**src/rtl/gray_counter.sv**
```systemverilog
// Gray-code up/down counter with level enable, step-edge counting,
// synchronous binary preload, and registered step/wrap pulses.
module gray_counter #(
    parameter int unsigned W = 4
) (
    input  logic         clk,
    input  logic         rst,
    input  logic         en,
    input  logic         step,
    input  logic         up,
    input  logic         load,
    input  logic [W-1:0] load_bin,
    output logic [W-1:0] g,
    output logic         stepped,
    output logic         wrap
);

    localparam int unsigned CW = W;

    logic [CW-1:0] r_b;
    logic [CW-1:0] r_g;
    logic          r_step_d;
    logic          r_stepped;
    logic          r_wrap;

    logic          w_step_rise;
    logic          w_cnt_req;
    logic          w_at_max;
    logic          w_at_min;
    logic [CW-1:0] w_b_inc;
    logic [CW-1:0] w_b_dec;
    logic [CW-1:0] w_b_next;
    logic [CW-1:0] w_g_next;
    logic          w_stepped_next;
    logic          w_wrap_next;

    // Count request: level enable or a fresh rising edge on step; both together give one count.
    always_comb begin
        w_step_rise = step & ~r_step_d;
        w_cnt_req   = en | w_step_rise;
        w_at_max    = (r_b == {CW{1'b1}});
        w_at_min    = (r_b == {CW{1'b0}});
        w_b_inc     = CW'(r_b + CW'(1));
        w_b_dec     = CW'(r_b - CW'(1));
    end

    // Next binary count, its Gray image and the pulse flags; load beats any count request.
    always_comb begin
        w_b_next       = r_b;
        w_stepped_next = 1'b0;
        w_wrap_next    = 1'b0;
        if (load) begin
            w_b_next       = load_bin;
            w_stepped_next = 1'b1;
        end else if (w_cnt_req) begin
            w_b_next       = up ? w_b_inc : w_b_dec;
            w_stepped_next = 1'b1;
            w_wrap_next    = (up & w_at_max) | (~up & w_at_min);
        end
        w_g_next = w_b_next ^ (w_b_next >> 1);
    end

    // State and output registers; Gray word is updated on the same edge as the binary count.
    always_ff @(posedge clk or posedge rst) begin
        if (rst) begin
            r_b       <= '0;
            r_g       <= '0;
            r_step_d  <= 1'b0;
            r_stepped <= 1'b0;
            r_wrap    <= 1'b0;
        end else begin
            r_b       <= w_b_next;
            r_g       <= w_g_next;
            r_step_d  <= step;
            r_stepped <= w_stepped_next;
            r_wrap    <= w_wrap_next;
        end
    end

    assign g       = r_g;
    assign stepped = r_stepped;
    assign wrap    = r_wrap;

endmodule

```
**config.mk**
```make
export PLATFORM = sky130hd
export DESIGN_NAME = gray_counter
export DESIGN_NICKNAME = d
export VERILOG_FILES = /design/src/rtl/gray_counter.sv
export SDC_FILE = /design/constraint.sdc
export NUM_CORES = 1
export LEC_CHECK = 0
export CORE_AREA = 2 2 39 41
export CTS_CLUSTER_DIAMETER = 80
export CTS_CLUSTER_SIZE = 28
export DETAILED_ROUTE_END_ITERATION = 6
export DIE_AREA = 0 0 41 43
export GPL_TIMING_DRIVEN = 0
export PLACE_DENSITY = 0.73
export SLEW_MARGIN = 20
export SYNTH_ARGS = -nofsm -noshare
export SYNTH_HDL_FRONTEND = slang
export SYNTH_SLANG_ARGS = --single-unit
```
**constraint.sdc**
```tcl
create_clock -name clk -period 2.37 [get_ports clk]
set_clock_uncertainty 0.2 [all_clocks]
set_input_delay 0.474 -clock clk [delete_from_list [all_inputs] [get_ports clk]]
set_output_delay 0.474 -clock clk [all_outputs]
set_load 0.01 [all_outputs]
```
Word level (Yosys, flattened, before mapping):

Cells that the tools add are included.

* flip-flop bits (word level): 11
* bits of input ports: 10
* output and inout bits: 6
* word-level logic and storage cells: 24

* add/sub/neg operators: 2
* equal/unequal tests: 1
* multiplexer cells: 7
* bitwise gates (word level): 8
* reduce and logical (&&, ||, !) cells: 1

Operators with widths (number)
* 2-to-1 mux 4 bit: 3
* adder 4 x 1 -> 4 bit (second input constant): 1
* equality test 4 bit (second input constant): 1
* logical NOT 4 bit: 1
* 2-to-1 mux 1 bit: 4
* subtractor 4 x 1 -> 4 bit (second input constant): 1
* bitwise XOR 4 x 3 -> 4 bit: 1
* bitwise AND 1 bit: 3
* NOT 1 bit: 2
* bitwise OR 1 bit: 2

Longest topological paths before layout:

Gate-level depths: netlist (run 1).

* depth after elaboration: 6
* depth in mapped cells: 7
* depth with buffers taken out: 7

Least setup slack after synthesis (run 1):

OpenSTA, ideal clock, no wires.

* path kind: input to register
* start: input up
* end: register r_g[2] (netlist: g[2])
* arrival: 1691 ps
* data required time: 2043 ps
* setup slack: 352 ps
* stages on the path: 7
* cell sequence: inv_1 ha_1 a21o_1 a21oi_2 a21oi_1 a2111o_1 xor2_1

* word-level cells in the longest chain between the ends: 4

Ends and longest elaborated chain
* from (decl): RTL line 10 `input logic up,`
* 2-to-1 mux 4 bit: RTL line 56 `w_b_next = up ? w_b_inc : w_b_dec;`
* 2-to-1 mux 4 bit: RTL line 55 `end else if (w_cnt_req) begin`
* 2-to-1 mux 4 bit: RTL line 52 `if (load) begin`
* via w_b_next[3]: RTL line 32 `logic [CW-1:0] w_b_next;`
* bitwise XOR 4 x 3 -> 4 bit: RTL line 60 `w_g_next = w_b_next ^ (w_b_next >> 1);`
* via w_g_next[2]: RTL line 33 `logic [CW-1:0] w_g_next;`
* to (signal assigned): RTL line 73 `r_g <= w_g_next;`
* to (decl): RTL line 21 `logic [CW-1:0] r_g;`

The timed path passes the listed nets, and every way through them passes these cells.

Worst setup path in the final report (run 1):

Ends and elaborated chain as after synthesis.

==> results of run 1 <==
==> report_power, final <==
group          total [mW]  internal, mW  switching [mW]
Clock               0.105        0.0580          0.0467
Combinational       0.179         0.104          0.0749
Sequential          0.231         0.203          0.0273
Total               0.515         0.366           0.149
==> logic make-up after synthesis <==
logic type | synth area share (%)
AND/OR/NAND/NOR | 17.8
flip-flops | 44.0
buffers and inverters | 4.62
AO/OA/AOI/OAI | 14.5
multiplexers | 3.52
XOR/XNOR | 7.69
adder cells (fa/ha/maj) | 7.91
==> final timing paths <==
check	start	to	slack [ns]	cells past startpoint
worst max register to register	r_b[1]	g[2]	0.40	6
worst min-delay path	rst	r_b[2]	0.29	2
worst max-delay path	up	g[2]	0.16	8
max in group asynchronous	rst	g[1]	1.42	2
min in group clk	r_b[2]	r_b[2]	0.51	2
worst min register to register	r_b[2]	r_b[2]	0.51	2
==> flip-flops by register name, summed over array words and instances, names as in the netlist <==
signal and flops:
r_step_d 1, g 3, r_b 4, wrap 1
stepped 1
==> critical path: cells and delay by family <==
kind	cells	cell delay, ns
XOR/XNOR	1	0.15
adder cells (fa/ha/maj)	1	0.30
AO/OA/AOI/OAI	4	0.79
buffers and inverters	2	0.42
==> cells in the final DEF (no fill, tap or decap) <==
| cell | Yosys | final |
|---|---|---|
| sky130_fd_sc_hd__nor4b_1 | 1 | 1 |
| sky130_fd_sc_hd__nor3b_2 | 1 | 1 |
| sky130_fd_sc_hd__fa_1 | 1 | 1 |
| sky130_fd_sc_hd__clkbuf_4 | 0 | 3 |
| sky130_fd_sc_hd__nand3b_1 | 1 | 1 |
| sky130_fd_sc_hd__nand2_1 | 4 | 4 |
| sky130_fd_sc_hd__a21oi_1 | 1 | 1 |
| sky130_fd_sc_hd__buf_6 | 1 | 1 |
| sky130_fd_sc_hd__buf_4 | 1 | 1 |
| sky130_fd_sc_hd__dfrtp_1 | 10 | 10 |
| sky130_fd_sc_hd__mux2i_1 | 2 | 2 |
| sky130_fd_sc_hd__o21ai_1 | 1 | 1 |
| sky130_fd_sc_hd__xor2_1 | 5 | 5 |
| sky130_fd_sc_hd__a31oi_1 | 1 | 1 |
| sky130_fd_sc_hd__nor3_1 | 2 | 2 |
| sky130_fd_sc_hd__ha_1 | 2 | 2 |
| sky130_fd_sc_hd__nor2_2 | 1 | 1 |
| sky130_fd_sc_hd__a21boi_2 | 1 | 1 |
| sky130_fd_sc_hd__nor2_1 | 2 | 2 |
| sky130_fd_sc_hd__o21ai_2 | 2 | 2 |
| sky130_fd_sc_hd__clkdlybuf4s50_1 | 0 | 14 |
| sky130_fd_sc_hd__a21oi_2 | 1 | 1 |
| sky130_fd_sc_hd__a2111o_1 | 1 | 1 |
| sky130_fd_sc_hd__o21ai_0 | 2 | 2 |
| sky130_fd_sc_hd__or3_1 | 1 | 1 |
| sky130_fd_sc_hd__a21o_1 | 1 | 1 |
| sky130_fd_sc_hd__nor2b_4 | 1 | 1 |
| sky130_fd_sc_hd__and3_1 | 1 | 1 |
| sky130_fd_sc_hd__inv_1 | 2 | 2 |
| sky130_fd_sc_hd__dlygate4sd2_1 | 0 | 1 |
| sky130_fd_sc_hd__or4_1 | 1 | 1 |
==> area by class of cell <==
class / count / area share (%)
Sequential cell: 10 / 32.9
Timing Repair Buffer: 15 / 19.6
Inverter: 2 / 0.987
Multi-Input combinational cell: 37 / 38.5
Clock buffer: 3 / 2.96
Buffer: 2 / 2.47
Tap cell: 16 / 2.63
==> routing by layer <==
layer  GRT usage, %  vias to the layer above
met4           6.00                        0
met1           16.1                      187
li1               -                      216
met2           22.5                        6
met5              0                        -
met3           3.14                        0
==> Implementation_results.wiki, run 1 <==
{| class="wikitable"
! Metric !! Value
|-
| Die outline width || 41 um
|-
| Final std cells w/o fill || 85
|-
| Number of fill cells in the layout || 133
|-
| Post-Place Cell Area || 739 um2
|-
| Slowest Stage Delay on Critical Path || 0.42 ns
|-
| Async SR Flop Fraction || 100%
|-
| Source-to-sink clock delay at the later pin of the worst-skew pair || 0.25 ns
|-
| Cells after synthesis || 51
|-
| Top metal layer carrying routed signals || met3
|-
| Highest clock frequency the design can meet || 453 MHz
|-
| Starting Density || 41.1%
|-
| Count of final max-slew check failures || 0
|-
| Period minus WS final || 2.21 ns
|-
| Type of the setup path with the least slack || in2reg
|-
| Setup repair after global routing missed its margin || false
|-
| Row count || 14
|-
| Detailed-route via count || 409
|-
| Dominant cell type by area after synthesis || sky130_fd_sc_hd__dfrtp_1
|-
| Core ar. || 1380 um2
|-
| Worst voltage drop across the vdd grid || 0.000226 V
|-
| Final HPWL from detailed placement || 807 um
|-
| Proportion of synthesized chip area in sequential cells || 44.0%
|-
| Global-route wire length before repair || 1.61 mm
|-
| Post-detailed-route DRC marker count || 0
|-
| Average routed wire per standard cell || 11.3 um
|-
| Hold crit path type || in2async
|-
| Area share of the largest cell type after synthesis || 44.0%
|-
| Amount of wire on met2 after detailed routing || 522 um
|-
| Sequential standard cell area || 250 um2
|-
| Synth-to-layout area growth || 33.6%
|-
| Yosys Warn Count || 0
|-
| Total gr overflow || 0
|-
| Sort of element at the start of the critical path || primary input
|-
| Area taken by multi-input logic gates || 293 um2
|-
| Port-buffer cells || 15
|-
| Ranking of synthesized cells by area || sky130_fd_sc_hd__dfrtp_1 (44%), sky130_fd_sc_hd__xor2_1 (7.7%), sky130_fd_sc_hd__ha_1 (4.4%)
|-
| Share of final-layout standard cells stronger than drive strength 1 || 17.4%
|-
| Distinct cells, synth || 28
|-
| Final worst slack || 0.162 ns
|-
| Hold slack final || 0.295 ns
|-
| Final std cell area, no fill || 761 um2
|-
| Cell with the most instances after synthesis || sky130_fd_sc_hd__dfrtp_1
|-
| Total negative slack || 0 ns
|-
| Headroom to the max-slew limit || 76.5%
|-
| Count of flip-flops with a built-in enable after synthesis || 0
|-
| Total Power || 0.515 mW
|-
| Total wire length || 958 um
|-
| Number of nets produced by synthesis || 64
|-
| Maximum buffer depth of the clock tree || 2
|-
| Result of the run || complete, no violations
|-
| Leakage power of the design || 0.337 nW
|-
| Vias in the first global route || 384
|-
| Max-capacitance violation count || 0
|-
| Number of antenna violations at the first check in global routing || 0
|-
| Number of sinks handled by clock tree synthesis || 10
|-
| Data arrival time at the worst-slack endpoint || 2.14 ns
|-
| Kind of end point of the critical path || register
|-
| Post-Place Cells || 82
|-
| Clock H-tree levels || 1
|-
| Global-route usage over all layers || 13.8%
|-
| PostCTS Resize Cnt || 1
|-
| Final Hold Viols || 0
|-
| Primary FF master, synth || sky130_fd_sc_hd__dfrtp_1
|-
| Actual transition at the worst max-transition pin || 0.352 ns
|-
| ANT cells || 0
|-
| Sum of routed wire segments on met1 || 418 um
|-
| Critical-path cell list || dlygate4sd2_1, inv_1, ha_1, a21o_1, a21oi_2, a21oi_1, a2111o_1, xor2_1
|-
| Met3 wire length || 17 um
|-
| Number of buffers created by CTS || 3
|-
| Die Y-Extent || 43 um
|-
| Buffer count from post-CTS setup fixing || 0
|-
| Clock tree from TritonCTS || built
|-
| Cell at the slowest stage of the critical path || sky130_fd_sc_hd__a2111o_1
|-
| Worst-case setup slack after placement || -0.377 ns
|-
| Data required time of the critical path || 2.30 ns
|-
| Total of endpoints with negative setup slack in the final report || 0
|-
| Pin count of the biggest net entering global routing || 11
|-
| Detailed-routing iteration count for the pre-antenna-repair pass || 2
|-
| Placer congestion estimate || 0.750
|-
| Area of the mapped netlist || 569 um2
|-
| Number of synthesized register bits || 10
|-
| Cell area power density || 677 nW/um2
|-
| Final net count || 84
|-
| Number of vias per cell || 4.81
|-
| Cell chosen for the clock root || sky130_fd_sc_hd__clkbuf_4
|-
| Fraction of the core area covered by cells at the end of the flow || 55.0%
|-
| Die area || 1760 um2
|-
| Most common library cells after synthesis || sky130_fd_sc_hd__dfrtp_1 (10), sky130_fd_sc_hd__xor2_1 (5), sky130_fd_sc_hd__nand2_1 (4)
|-
| Crit Path Max Fanout || 7
|-
| Number of design-rule violations left by the first detailed-router iteration || 1
|-
| Remaining antenna violation count || 0
|-
| Post-synthesis area per instance || 11.2 um2
|-
| CTS Hold Buffers Added || 0
|-
| Clock slew at the register clock pins of the worst setup and hold paths || 0.06 ns
|-
| IO Count || 16
|-
| Ratio of final minimum period to clock period || 93.2%
|}
Note: power is estimated with default switching activity, not from simulation.
==> run 2: changes to the inputs <==
--- a/config.mk
+++ b/config.mk
@@ -5,6 +5,7 @@
 export SDC_FILE = /design/constraint.sdc
 export NUM_CORES = 1
 export LEC_CHECK = 0
+export ABC_CLOCK_PERIOD_IN_PS = 2370
 export CORE_AREA = 2 2 39 41
 export CTS_CLUSTER_DIAMETER = 80
 export CTS_CLUSTER_SIZE = 28
==> results of run 2 <==
Final layout, timing and power as in run 1 (identical DEF).
